--- src/rtl/maxpool_pkg.sv ---
// Shared constants and sample type for the streaming max/average pooling block.
package maxpool_pkg;

    localparam int unsigned DEFAULT_T    = 16;
    localparam int unsigned DEFAULT_POOL = 2;
    localparam int unsigned DEFAULT_LEN  = 57;

    typedef logic signed [DEFAULT_T-1:0] sample_t;

    function automatic bit is_pow2(int unsigned v);
        return (v != 0) && ((v & (v - 1)) == 0);
    endfunction

endpackage

--- src/rtl/maxpool_stream_if.sv ---
// Valid/ready sample stream in (x_*) and pooled result stream out (y_*).
interface maxpool_stream_if #(
    parameter int unsigned T = maxpool_pkg::DEFAULT_T
);
    logic signed [T-1:0] x_data;
    logic                x_valid;
    logic                x_ready;
    logic signed [T-1:0] y_data;
    logic                y_valid;
    logic                y_ready;

    // Producer of samples and consumer of pooled results
    modport master (
        output x_data, x_valid, y_ready,
        input  x_ready, y_data, y_valid
    );

    // The pooling block itself
    modport slave (
        input  x_data, x_valid, y_ready,
        output x_ready, y_data, y_valid
    );
endinterface

--- src/rtl/maxpool_reduce.sv ---
// Window accumulator and counter; flags the cycle a window's last sample arrives.
// MAXPOOL_AVG_EN selects average pooling instead of max pooling.
module maxpool_reduce
    import maxpool_pkg::*;
#(
    parameter int unsigned T    = DEFAULT_T,
    parameter int unsigned POOL = DEFAULT_POOL
) (
    input  logic                clk,
    input  logic                reset,
    input  logic                in_valid,
    input  logic signed [T-1:0] in_data,
    output logic                done_c,
    output logic signed [T-1:0] result_c
);

    localparam int unsigned CNT_W = $clog2(POOL);
`ifdef MAXPOOL_AVG_EN
    localparam int unsigned SHIFT = $clog2(POOL);
    localparam int unsigned ACC_W = T + SHIFT;
`else
    localparam int unsigned ACC_W = T;
`endif

    logic [CNT_W-1:0]        win_cnt;
    logic signed [ACC_W-1:0] acc;
    logic signed [ACC_W-1:0] acc_next;
    logic                    first;

    generate
        if (POOL < 2) begin : g_pool_too_small
            $error("maxpool_reduce: POOL must be at least 2");
        end
`ifdef MAXPOOL_AVG_EN
        if (!is_pow2(POOL)) begin : g_pool_not_pow2
            $error("maxpool_reduce: POOL must be a power of two for average pooling");
        end
`endif
    endgenerate

    // First sample of a window reloads; later samples fold in
    always_comb begin
        first  = (win_cnt == '0);
        done_c = in_valid && (win_cnt == CNT_W'(POOL - 1));
`ifdef MAXPOOL_AVG_EN
        acc_next = first ? ACC_W'(in_data) : (acc + ACC_W'(in_data));
        result_c = T'(acc_next >>> SHIFT);
`else
        acc_next = (first || (in_data > acc)) ? in_data : acc;
        result_c = acc_next;
`endif
    end

    always_ff @(posedge clk or negedge reset) begin
        if (!reset) begin
            win_cnt <= '0;
            acc     <= '0;
        end else if (in_valid) begin
            acc     <= acc_next;
            win_cnt <= done_c ? '0 : (win_cnt + CNT_W'(1));
        end
    end

endmodule

--- src/rtl/maxpool_stream.sv ---
// Streaming pooling over fixed-length frames: POOL-sample windows, trailing remainder dropped.
// Define MAXPOOL_AVG_EN for average pooling; default build is max pooling.
module maxpool_stream
    import maxpool_pkg::*;
#(
    parameter int unsigned T    = DEFAULT_T,
    parameter int unsigned POOL = DEFAULT_POOL,
    parameter int unsigned LEN  = DEFAULT_LEN
) (
    input  logic           clk,
    input  logic           reset,
    maxpool_stream_if.slave bus
);

    localparam int unsigned FRAME_W = (LEN > 1) ? $clog2(LEN) : 1;
    localparam int unsigned KEEP    = (LEN / POOL) * POOL;

    logic [FRAME_W-1:0]  frame_cnt;
    logic                accept_c;
    logic                keep_c;
    logic                done_c;
    logic signed [T-1:0] result_c;
    logic signed [T-1:0] y_data_q;
    logic                y_valid_q;

    assign bus.x_ready = ~y_valid_q | bus.y_ready;
    assign bus.y_data  = y_data_q;
    assign bus.y_valid = y_valid_q;

    assign accept_c = bus.x_valid & bus.x_ready;
    // Samples past the last full window are accepted but never reach the reducer
    assign keep_c   = 32'(frame_cnt) < KEEP;

    maxpool_reduce #(
        .T    (T),
        .POOL (POOL)
    ) u_reduce (
        .clk      (clk),
        .reset    (reset),
        .in_valid (accept_c & keep_c),
        .in_data  (bus.x_data),
        .done_c   (done_c),
        .result_c (result_c)
    );

    always_ff @(posedge clk or negedge reset) begin
        if (!reset) begin
            frame_cnt <= '0;
        end else if (accept_c) begin
            frame_cnt <= (frame_cnt == FRAME_W'(LEN - 1)) ? '0 : (frame_cnt + FRAME_W'(1));
        end
    end

    // A completing window can only be accepted when the output slot is free or draining
    always_ff @(posedge clk or negedge reset) begin
        if (!reset) begin
            y_valid_q <= 1'b0;
            y_data_q  <= '0;
        end else if (done_c) begin
            y_valid_q <= 1'b1;
            y_data_q  <= result_c;
        end else if (bus.y_ready) begin
            y_valid_q <= 1'b0;
        end
    end

endmodule

--- src/flat_wrapper.sv ---
// flat-port wrapper written by rule: the top's interface ports become plain ports
module maxpool_stream_flat import maxpool_pkg::*;
#(
    parameter int unsigned T    = DEFAULT_T,
    parameter int unsigned POOL = DEFAULT_POOL,
    parameter int unsigned LEN  = DEFAULT_LEN
)
  (clk, reset, bus_x_data, bus_x_valid, bus_y_ready, bus_x_ready, bus_y_data, bus_y_valid);
  maxpool_stream_if #(.T(T)) bus_i ();
  input  logic clk;
  input  logic reset;
  input wire logic [$bits(bus_i.x_data)-1:0] bus_x_data;
  input wire logic [$bits(bus_i.x_valid)-1:0] bus_x_valid;
  input wire logic [$bits(bus_i.y_ready)-1:0] bus_y_ready;
  output wire logic [$bits(bus_i.x_ready)-1:0] bus_x_ready;
  output wire logic [$bits(bus_i.y_data)-1:0] bus_y_data;
  output wire logic [$bits(bus_i.y_valid)-1:0] bus_y_valid;
  assign bus_i.x_data = bus_x_data;
  assign bus_i.x_valid = bus_x_valid;
  assign bus_i.y_ready = bus_y_ready;
  assign bus_x_ready = bus_i.x_ready;
  assign bus_y_data = bus_i.y_data;
  assign bus_y_valid = bus_i.y_valid;
  maxpool_stream #(.T(T), .POOL(POOL), .LEN(LEN)) u_core (.clk(clk), .reset(reset), .bus(bus_i));
endmodule
--- config.mk ---
export PLATFORM = sky130hd
export DESIGN_NAME = maxpool_stream_flat
export DESIGN_NICKNAME = d
export VERILOG_FILES = /design/src/rtl/maxpool_pkg.sv /design/src/rtl/maxpool_stream_if.sv /design/src/rtl/maxpool_reduce.sv /design/src/rtl/maxpool_stream.sv /design/src/flat_wrapper.sv
export SDC_FILE = /design/constraint.sdc
export NUM_CORES = 1
export LEC_CHECK = 0
export ABC_AREA = 1
export BUFFER_PORTS_ARGS = -buffer_cell sky130_fd_sc_hd__buf_2
export CAP_MARGIN = 20
export CORE_MARGIN = 2
export CORE_UTILIZATION = 43
export CTS_CLUSTER_DIAMETER = 50
export DETAILED_ROUTE_END_ITERATION = 8
export PLACE_DENSITY = 0.63
export SLEW_MARGIN = 30
export SYNTH_ARGS = -nofsm -noshare
export SYNTH_HDL_FRONTEND = slang
export SYNTH_SLANG_ARGS = --single-unit
--- constraint.sdc ---
create_clock -name clk -period 2.15 [get_ports clk]
set_clock_uncertainty 0.2 [all_clocks]
set_input_delay 0.215 -clock clk [delete_from_list [all_inputs] [get_ports clk]]
set_output_delay 0.215 -clock clk [all_outputs]
set_load 0.005 [all_outputs]
==> results.toml, run 1 <==
[run_status]
result_of_the_run = "complete, no violations"

[worst_setup_path]
cp_slowest_stage_delay_ns = 0.38
cpMaxStageDelayCell = "sky130_fd_sc_hd__dfrtp_1"
cp-endpoint = "u_core.u_reduce.acc[0]$_DFFE_PN0P_"
worst-path-max-fanout = 5
timing.reg2reg.setup_slack_ns = 0.009
path_cells = "inv_2 > ha_4 > nand2_4 > nor2_4 > nand4_1 > nor3_2 > a21oi_2 > nand2_4 > buf_6 > nand3_2 > nand3_1 > nand2_1"
worst-r2r-cell-count = 12
start_point_of_the_critical_path = "u_core.u_reduce.acc[6]$_DFFE_PN0P_"
timing.setup.critical_path_class = "register to register"
worst_ep_required_time_ns = 2.13
crit_arrival_ns = 2.12
timing.rr.end = "u_core.u_reduce.acc[0]$_DFFE_PN0P_"
rr_startpoint = "u_core.u_reduce.acc[6]$_DFFE_PN0P_"
setup.worst_path.start_class = "register"
crit_path_frequent_cell = "sky130_fd_sc_hd__nand2_4"
crit_end_category = "register"

[power_and_ir_drop]
power.density_cell_area_mw_per_mm2 = 1457
max-vdd-ir-drop_mv = 0.6232
share_of_total_power_in_sequential_cells = 0.281
power_switching_share = 0.4411
clock_power_share = 0.151
combPwrFrac = 0.567
static-leakage-power_nw = 1.735
internal_power_mw = 2.681
switchingPower_mw = 2.116

[final_layout]
fin_nets = 404
syn2layout_area_growth_pct = 35.13
fillCellCount = 484
antenna-diode-count = 0
share_of_final_layout_standard_cells_stronger_than_drive_strength_1 = 0.3716
area.sequential_mm2 = 0.001001
multi_input_comb_area_mm2 = 0.001539

[grt]
antenna_violations_before_repair = 0
global_route_wire_length_before_repair_um = 9177
first_global_vias = 1985
grt_start_max_net_pins = 23
grt_use_total = 0.1893
remaining_overflow_grt = 0

[cts]
clkSlewWorstSetupHoldPaths_ns = 0.08
cts.sink_count = 40
clk_latency_ns = 0.30
clk_path_buf_depth = 2
cts_tree = "built"
clk_root_buffer_cell = "sky130_fd_sc_hd__clkbuf_8"
numCtsBuffers = 5
cts_max_level = 2

[sta]
finalWorstSetupSlack_ns = 0.008659
final.setup.tns_ns = 0
unrepaired_setup_endpoints_after_global_routing = "true"
max_slew_margin = 0.5979
fmax_achieved_ghz = 0.4670
timing.final.max_slew_violations = 0
post-route-period-util = 0.9960
setup_viol_count_final = 0
whs_ns = 0.07915
finalHoldViolCount = 0
timing_worst_slew_pin_value_ns = 0.6025
fin_crit_ns = 2.141

[synthesis]
dominant_cell_by_count_in_the_synthesized_netlist = "sky130_fd_sc_hd__nand2_1"
synth.area.top_cells = "sky130_fd_sc_hd__dfrtp_1 (41%), sky130_fd_sc_hd__nand2_1 (15%), sky130_fd_sc_hd__nand3_1 (11%), sky130_fd_sc_hd__ha_1 (9.2%), sky130_fd_sc_hd__inv_1 (7.7%)"
syn_std_cell_area_mm2 = 0.002436
ys.warnings.count = 0
netlist.top_cell.by_area = "sky130_fd_sc_hd__dfrtp_1"
synth_nets = 351
synth_async_sr_flop_share = 1.000
yosysSeqAreaShare = 0.4109
syn-mean-instance-area_um2 = 7.783
netlist-cell-type-count = 29
yosys_register_bits = 40
synth_top_cell_area_share = 0.4109
synth_edf_count = 0
syn_inst = 313
ys.flop_type = "sky130_fd_sc_hd__dfrtp_1"
yosys-top-cells-count = "sky130_fd_sc_hd__nand2_1 (95), sky130_fd_sc_hd__nand3_1 (52), sky130_fd_sc_hd__inv_1 (50)"

[detailed_routing]
avgViaCountPerCell = 4.906
number_of_antenna_violating_nets_in_the_routed_design = 0
drt-initial-drc-count = 125
drt-wirelength-per-cell_um = 13.44
wl_um = 5887
detail_route.first_pass.iterations = 4
drc = 0
num_vias = 2149

[floorplanning]
design.die.area_mm2 = 0.006284
floorplan.io_pins = 38
die-width_um = 79.27
die_h_um = 79.27
core_area_mm2 = 0.005473
rows = 27
floorplan.initialDensity = 0.4451

[placed_design]
placement.setup.worst_slack_ns = 0.01064
port_buffers = 37
post-dp-hpwl_um = 3678
globalplace.congestion = 0.8124

[flow_run]
max_cap_violations = 0

[min_path]
hold_path.class = "primary input to register"
routing by layer:
layer  up-vias  routed length (um)  GRT usage
li1       1087                   -          -
met1       994                2663     0.2489
met2        61                2837     0.3110
met3         7                 324    0.04205
met4         0                  62    0.05862
met5         -                   0          0
per-stage QoR:
stage               total power, mW  cell area [um^2]  std cells  utilization
detailed placement            3.374              2730        422       0.4989
global route                  5.214              3292        438       0.6015
finish                        4.798              3292        438       0.6015
global placement              3.351              2730        422       0.4989
CTS                           4.166              2895        432       0.5290
floorplan                     2.814              2436        313            -
power by group through the flow:
stage	combinational [mW]	clock, mW	sequential [mW]
global route	3.05	0.768	1.39
finish	2.72	0.726	1.35
global placement	2.02	0	1.33
CTS	2.10	0.742	1.32
detailed placement	2.05	0	1.33
floorplan	1.50	0	1.32
cells in the final DEF, fill, tap and decap left out, drive strengths merged:
master,instances
nand2,110
nand3,52
inv,51
buf,51
dfrtp,40
ha,18
nor2,12
a21oi,7
clkbuf,5
nor3,5
o21ai,3
bufinv,2
dlygate4sd3,2
nand4,2
nor3b,1
a21o,1
or2,1
clkinv,1
a211oi,1
and3,1
critical path: cells and delay by family (launching register included):
| kind | cells | cell delay (ns) |
|---|---|---|
| simple gates | 8 | 0.88 |
| flops | 1 | 0.38 |
| fa+ha+maj | 1 | 0.27 |
| buf+inv | 2 | 0.24 |
| compound gates | 1 | 0.07 |
area by class of cell:
| cell class | instances | area share |
|---|---|---|
| Tap cell | 72 | 0.02737 |
| Sequential cell | 40 | 0.3041 |
| Clock inverter | 2 | 0.01824 |
| Multi-Input combinational cell | 214 | 0.4675 |
| Inverter | 52 | 0.05929 |
| Timing Repair Buffer | 53 | 0.1026 |
| Clock buffer | 5 | 0.02090 |
repair_timing:
item	in CTS	in global routing
endpoints found under the hold margin	19	0
pin swaps	0	24
setup endpoints to repair	5	32
gates resized for setup	1	68
buffers inserted	0	6
cloned	1	0
hold buffers	2	0
sequential cells by signal, summed over array words and instances (netlist names):
register	flops
u_core.frame_cnt	6
u_core.u_reduce.win_cnt	1
u_core.bus.y_valid	1
u_core.bus.y_data	16
u_core.u_reduce.acc	16
cell families after synthesis:
family	after synthesis	share of synthesized area
and+or+nand+nor	183	0.3662
buffers and inverters	60	0.1022
DFF	40	0.4109
adders and majority gates	18	0.09245
AOI/OAI and AO/OA	12	0.02825
worst min-delay path by stage:
stage                   start                                   to  slack, ns  cells past startpoint
3_5_place_dp            reset    u_core.bus.y_data[13]$_DFFE_PN0P_     -0.002                      1
3_3_place_gp            reset    u_core.bus.y_data[13]$_DFFE_PN0P_     -0.002                      1
2_1_floorplan           reset     u_core.bus.y_data[0]$_DFFE_PN0P_      -0.28                      0
5_1_grt         bus_x_data[2]   u_core.u_reduce.acc[2]$_DFFE_PN0P_       0.09                      5
4_1_cts        bus_x_data[14]  u_core.u_reduce.acc[14]$_DFFE_PN0P_       0.06                      5
6_report        bus_x_data[0]     u_core.bus.y_data[0]$_DFFE_PN0P_       0.08                      5
(Power assumes the default switching activity.)
==> inputs of run 2 (changes only) <==
CORE_MARGIN = 5   (was 2)
HOLD_SLACK_MARGIN = 0.03   (was default)
==> results.toml, run 2 (synthesis results as in run 1) <==
[final_layout]
antenna-diode-count = 0
design_area_mm2 = 0.003307
share_of_final_layout_standard_cells_stronger_than_drive_strength_1 = 0.3699
syn2layout_area_growth_pct = 35.75
layout_commonest_cell = "sky130_fd_sc_hd__nand2_1"
layout.cells.most_common_list = "sky130_fd_sc_hd__nand2_1 (88), sky130_fd_sc_hd__inv_1 (44), sky130_fd_sc_hd__dfrtp_1 (40), sky130_fd_sc_hd__buf_2 (37), sky130_fd_sc_hd__nand3_2 (25)"
fillCellCount = 465
fin_nets = 402

[sta]
finalHoldViolCount = 0
finalWorstSetupSlack_ns = -0.07070
fmax_achieved_ghz = 0.4503
post-route-period-util = 1.033
setup_viol_count_final = 32
timing.final.max_slew_violations = 0
final.setup.tns_ns = -1.295
fin_crit_ns = 2.221
timing_worst_slew_pin_value_ns = 0.8319
unrepaired_setup_endpoints_after_global_routing = "true"
max_slew_margin = 0.4454
whs_ns = 0.06333

[floorplanning]
core_area_mm2 = 0.005507
floorplan.io_pins = 38
die-width_um = 85.27
die_h_um = 85.27
rows = 27
design.die.area_mm2 = 0.007271
floorplan.initialDensity = 0.4424

[worst_setup_path]
crit_arrival_ns = 2.21
worst-path-max-fanout = 6
worst_ep_required_time_ns = 2.14
crit_end_category = "register"
setup.worst_path.start_class = "register"
timing.setup.critical_path_class = "register to register"

[grt]
grt_start_max_net_pins = 41
remaining_overflow_grt = 0
grt_use_total = 0.1692
antenna_violations_before_repair = 0
global_route_wire_length_before_repair_um = 9860
first_global_vias = 2138

[cts]
numCtsBuffers = 5
cts_tree = "built"
cts.sink_count = 40
clk_path_buf_depth = 2
clk_latency_ns = 0.30
cts_max_level = 2
clk_root_buffer_cell = "sky130_fd_sc_hd__clkbuf_8"
clkSlewWorstSetupHoldPaths_ns = 0.09

[detailed_routing]
avgViaCountPerCell = 5.030
wl_um = 6186
number_of_antenna_violating_nets_in_the_routed_design = 0
drt-initial-drc-count = 94
drc = 0
drt-wirelength-per-cell_um = 14.16
num_vias = 2198
detail_route.first_pass.iterations = 5

[min_path]
hold_path.class = "primary input to register"

[power_and_ir_drop]
power.density_cell_area_mw_per_mm2 = 1465
max-vdd-ir-drop_mv = 0.6107
static-leakage-power_nw = 1.732
final_total_power_mw = 4.843

[run_status]
result_of_the_run = "finished with violations"
violations_in_the_final_reports = "negative setup slack"

[placed_design]
post-dp-hpwl_um = 3933
placed_area_mm2 = 0.002718
placement.setup.worst_slack_ns = -0.01811
port_buffers = 37
globalplace.congestion = 0.7913

[flow_run]
max_cap_violations = 0
-- run 2: stage by stage --
| stage | instances | util |
|---|---|---|
| final | 437 | 0.6005 |
| after CTS | 433 | 0.5224 |
| after global routing | 437 | 0.6005 |
| after global placement | 422 | 0.4935 |
| after floorplan | 313 | - |
| after detailed placement | 422 | 0.4935 |
-- run 2: report_power, final --
group,internal [mW],leakage (nW),switching [mW]
Combinational,1.13,1.19,1.67
Clock,0.345,0.0552,0.284
Sequential,1.12,0.487,0.283
-- run 2: worst paths after layout --
| check | slack (ns) | start | depth (start not counted) | endpoint |
|---|---|---|---|---|
| min in group asynchronous | 0.31 | reset | 3 | u_core.u_reduce.acc[1]$_DFFE_PN0P_ |
| min | 0.06 | bus_x_data[13] | 5 | u_core.u_reduce.acc[13]$_DFFE_PN0P_ |
| max | -0.07 | u_core.u_reduce.acc[4]$_DFFE_PN0P_ | 12 | u_core.bus.y_data[1]$_DFFE_PN0P_ |
| max reg2reg | -0.07 | u_core.u_reduce.acc[4]$_DFFE_PN0P_ | 12 | u_core.bus.y_data[1]$_DFFE_PN0P_ |
| max in group asynchronous | 1.09 | reset | 3 | u_core.frame_cnt[1]$_DFFE_PN0P_ |
| min reg2reg | 0.28 | u_core.bus.y_data[14]$_DFFE_PN0P_ | 2 | u_core.bus.y_data[14]$_DFFE_PN0P_ |
-- run 2: metal layers --
layer,vias to the layer above,GRT usage,wire length (um)
li1,1089,-,-
met1,1036,0.2279,2711
met2,63,0.2712,3059
met3,10,0.03981,314
met4,0,0.04748,101
met5,-,0,0
-- run 2: critical path, stage by stage, from the launching register on --
cell and delay (ns):
sky130_fd_sc_hd__dfrtp_1 0.36, sky130_fd_sc_hd__inv_1 0.09, sky130_fd_sc_hd__ha_4 0.28, sky130_fd_sc_hd__nand2_4 0.05
sky130_fd_sc_hd__nor2_4 0.10, sky130_fd_sc_hd__nand4_1 0.13, sky130_fd_sc_hd__nor3_2 0.27, sky130_fd_sc_hd__a21oi_4 0.06
sky130_fd_sc_hd__nand2_4 0.17, sky130_fd_sc_hd__buf_8 0.16, sky130_fd_sc_hd__nand3_2 0.08, sky130_fd_sc_hd__nand3_1 0.12
sky130_fd_sc_hd__nand2_1 0.05
-- run 2: timing repair --
| action | CTS | global route |
|---|---|---|
| hold endpoints to repair | 41 | 0 |
| setup buffers | 0 | 4 |
| pin swaps | 0 | 25 |
| gates cloned | 1 | 0 |
| gates resized for setup | 3 | 74 |
| hold buffers | 2 | 0 |
| endpoints found under the setup margin | 20 | 32 |
-- run 2: final cells by class --
class                           instances  area (um^2)  area share
Clock buffer                            6        72.57     0.02194
Clock inverter                          2        35.03     0.01059
Inverter                               52        195.2     0.05902
Multi-Input combinational cell        214         1599      0.4835
Sequential cell                        40         1001      0.3027
Tap cell                               72        90.09     0.02724
Timing Repair Buffer                   51        314.1     0.09497
==> inputs of run 3 (changes only) <==
==> constraint.sdc (replaced) <==
create_clock -name clk -period 2.15 [get_ports clk]
set_clock_uncertainty 0.2 [all_clocks]
set_input_delay 0.215 -clock clk [delete_from_list [all_inputs] [get_ports clk]]
set_output_delay 0.215 -clock clk [all_outputs]
set_load 0.1 [all_outputs]
==> results.toml, run 3 (synthesis results as in run 1) <==
[run_status]
result_of_the_run = "complete, no violations"

[detailed_routing]
drt-wirelength-per-cell_um = 14.02
number_of_antenna_violating_nets_in_the_routed_design = 0
avgViaCountPerCell = 4.856
drc = 0
num_vias = 2156
drt-initial-drc-count = 98
detail_route.first_pass.iterations = 4
wl_um = 6227

[final_layout]
syn2layout_area_growth_pct = 32.77
share_of_final_layout_standard_cells_stronger_than_drive_strength_1 = 0.3629
area.sequential_mm2 = 0.001002
fin_nets = 409
antenna-diode-count = 0
final_core_utilization = 0.5874
multi_input_comb_area_mm2 = 0.001494
layout_commonest_cell = "sky130_fd_sc_hd__nand2_1"
layout.cells.most_common_list = "sky130_fd_sc_hd__nand2_1 (87), sky130_fd_sc_hd__nand3_1 (39), sky130_fd_sc_hd__dfrtp_1 (39), sky130_fd_sc_hd__inv_1 (38), sky130_fd_sc_hd__buf_2 (37)"
fillCellCount = 509

[placed_design]
port_buffers = 37
post-dp-hpwl_um = 4019
globalplace.congestion = 0.8137

[sta]
final.setup.tns_ns = 0
fin_crit_ns = 2.150
timing.final.max_slew_violations = 0
fmax_achieved_ghz = 0.4652
setup_viol_count_final = 0
unrepaired_setup_endpoints_after_global_routing = "true"
finalHoldViolCount = 0
timing_worst_slew_pin_value_ns = 0.7815
max_slew_margin = 0.4790
post-route-period-util = 0.9999

[grt]
global_route_wire_length_before_repair_um = 9549
antenna_violations_before_repair = 0
first_global_vias = 2070
remaining_overflow_grt = 0
grt_start_max_net_pins = 34
grt_use_total = 0.1641

[flow_run]
max_cap_violations = 0

[floorplanning]
die_h_um = 85.27
design.die.area_mm2 = 0.007271
core_area_mm2 = 0.005507
rows = 27
die-width_um = 85.27
floorplan.initialDensity = 0.4424
floorplan.io_pins = 38

[cts]
cts.sink_count = 40
numCtsBuffers = 5
cts_tree = "built"
cts_max_level = 2
clk_latency_ns = 0.30
clk_path_buf_depth = 2
clk_root_buffer_cell = "sky130_fd_sc_hd__clkbuf_8"
clkSlewWorstSetupHoldPaths_ns = 0.08

[worst_setup_path]
timing.setup.critical_path_class = "register to register"
cpMaxStageDelayCell = "sky130_fd_sc_hd__dfrtp_1"
cp_slowest_stage_delay_ns = 0.39
setup.worst_path.start_class = "register"
crit_end_category = "register"
crit_arrival_ns = 2.13
path_cells = "inv_2 > ha_4 > nand4_4 > clkinv_1 > nand2_1 > nand2_2 > inv_1 > nand2_1 > nand2_2 > nand2_4 > buf_4 > nand3_1 > nand3_2 > nand2_1"
worst-path-max-fanout = 5
crit_path_frequent_cell = "sky130_fd_sc_hd__nand2_1"
worst_ep_required_time_ns = 2.13

[min_path]
hold_path.class = "primary input to register"
[run 3: path summary, 6_finish.rpt]
kind                                                      from                                  end  slack, ns  depth (start not counted)
max in group asynchronous                                reset   u_core.u_reduce.acc[2]$_DFFE_PN0P_       0.83                          3
max reg2reg                u_core.u_reduce.acc[15]$_DFFE_PN0P_   u_core.u_reduce.acc[7]$_DFFE_PN0P_     0.0003                         14
max                        u_core.u_reduce.acc[15]$_DFFE_PN0P_   u_core.u_reduce.acc[7]$_DFFE_PN0P_     0.0003                         14
min in group asynchronous                                reset  u_core.u_reduce.acc[14]$_DFFE_PN0P_       0.32                          2
min reg2reg                   u_core.bus.y_data[7]$_DFFE_PN0P_     u_core.bus.y_data[7]$_DFFE_PN0P_       0.28                          2
min                                             bus_x_data[12]    u_core.bus.y_data[12]$_DFFE_PN0P_       0.07                          5
[run 3: final cells by class]
cell class	count	share of cell area
clock inverter	2	0.003868
multi-input combinational	214	0.4619
clock buffer	6	0.02244
sequential	40	0.3099
timing repair buffer	58	0.1137
tap	72	0.02785
inverter	52	0.06035
[run 3: repair_timing]
action / CTS / global route
endpoints found under the hold margin: 32 / 0
hold buffers: 2 / 0
endpoints found under the setup margin: 25 / 32
setup buffers: 7 / 4
resized for setup: 2 / 53
cloned: 1 / 0
pin swaps: 1 / 26
[run 3: routing by layer]
layer / global-route usage / vias up / part of all wire / routed length, um
met2: 0.2846 / 41 / 0.52 / 3209
met5: 0 / - / 0 / 0
met3: 0.03689 / 4 / 0.035 / 221
li1: - / 1092 / - / -
met4: 0.03453 / 0 / 0.0072 / 45
met1: 0.2084 / 1019 / 0.44 / 2751
[run 3: worst max-delay path: cells and delay by family, from the launching register on]
family | cells | cell delay (ns)
DFF | 1 | 0.39
adders and majority gates | 1 | 0.29
and+or+nand+nor | 9 | 0.82
buffers and inverters | 4 | 0.33
[run 3: through the flow]
stage	cell area [um^2]	worst slack (ns)	hold WS [ns]	cells
6_report	3234	0.0002662	0.06840	444
5_1_grt	3234	-0.1472	0.1046	444
4_1_cts	2924	0.0008342	0.06616	440
3_5_place_dp	2735	-0.06651	0.1479	422
3_3_place_gp	2735	-0.04124	0.1408	422
2_1_floorplan	2454	0.05250	-0.2806	313
Power of run 3 is not shown: default switching activity piles up to over one toggle a cycle in this logic, so the estimate is an artifact.
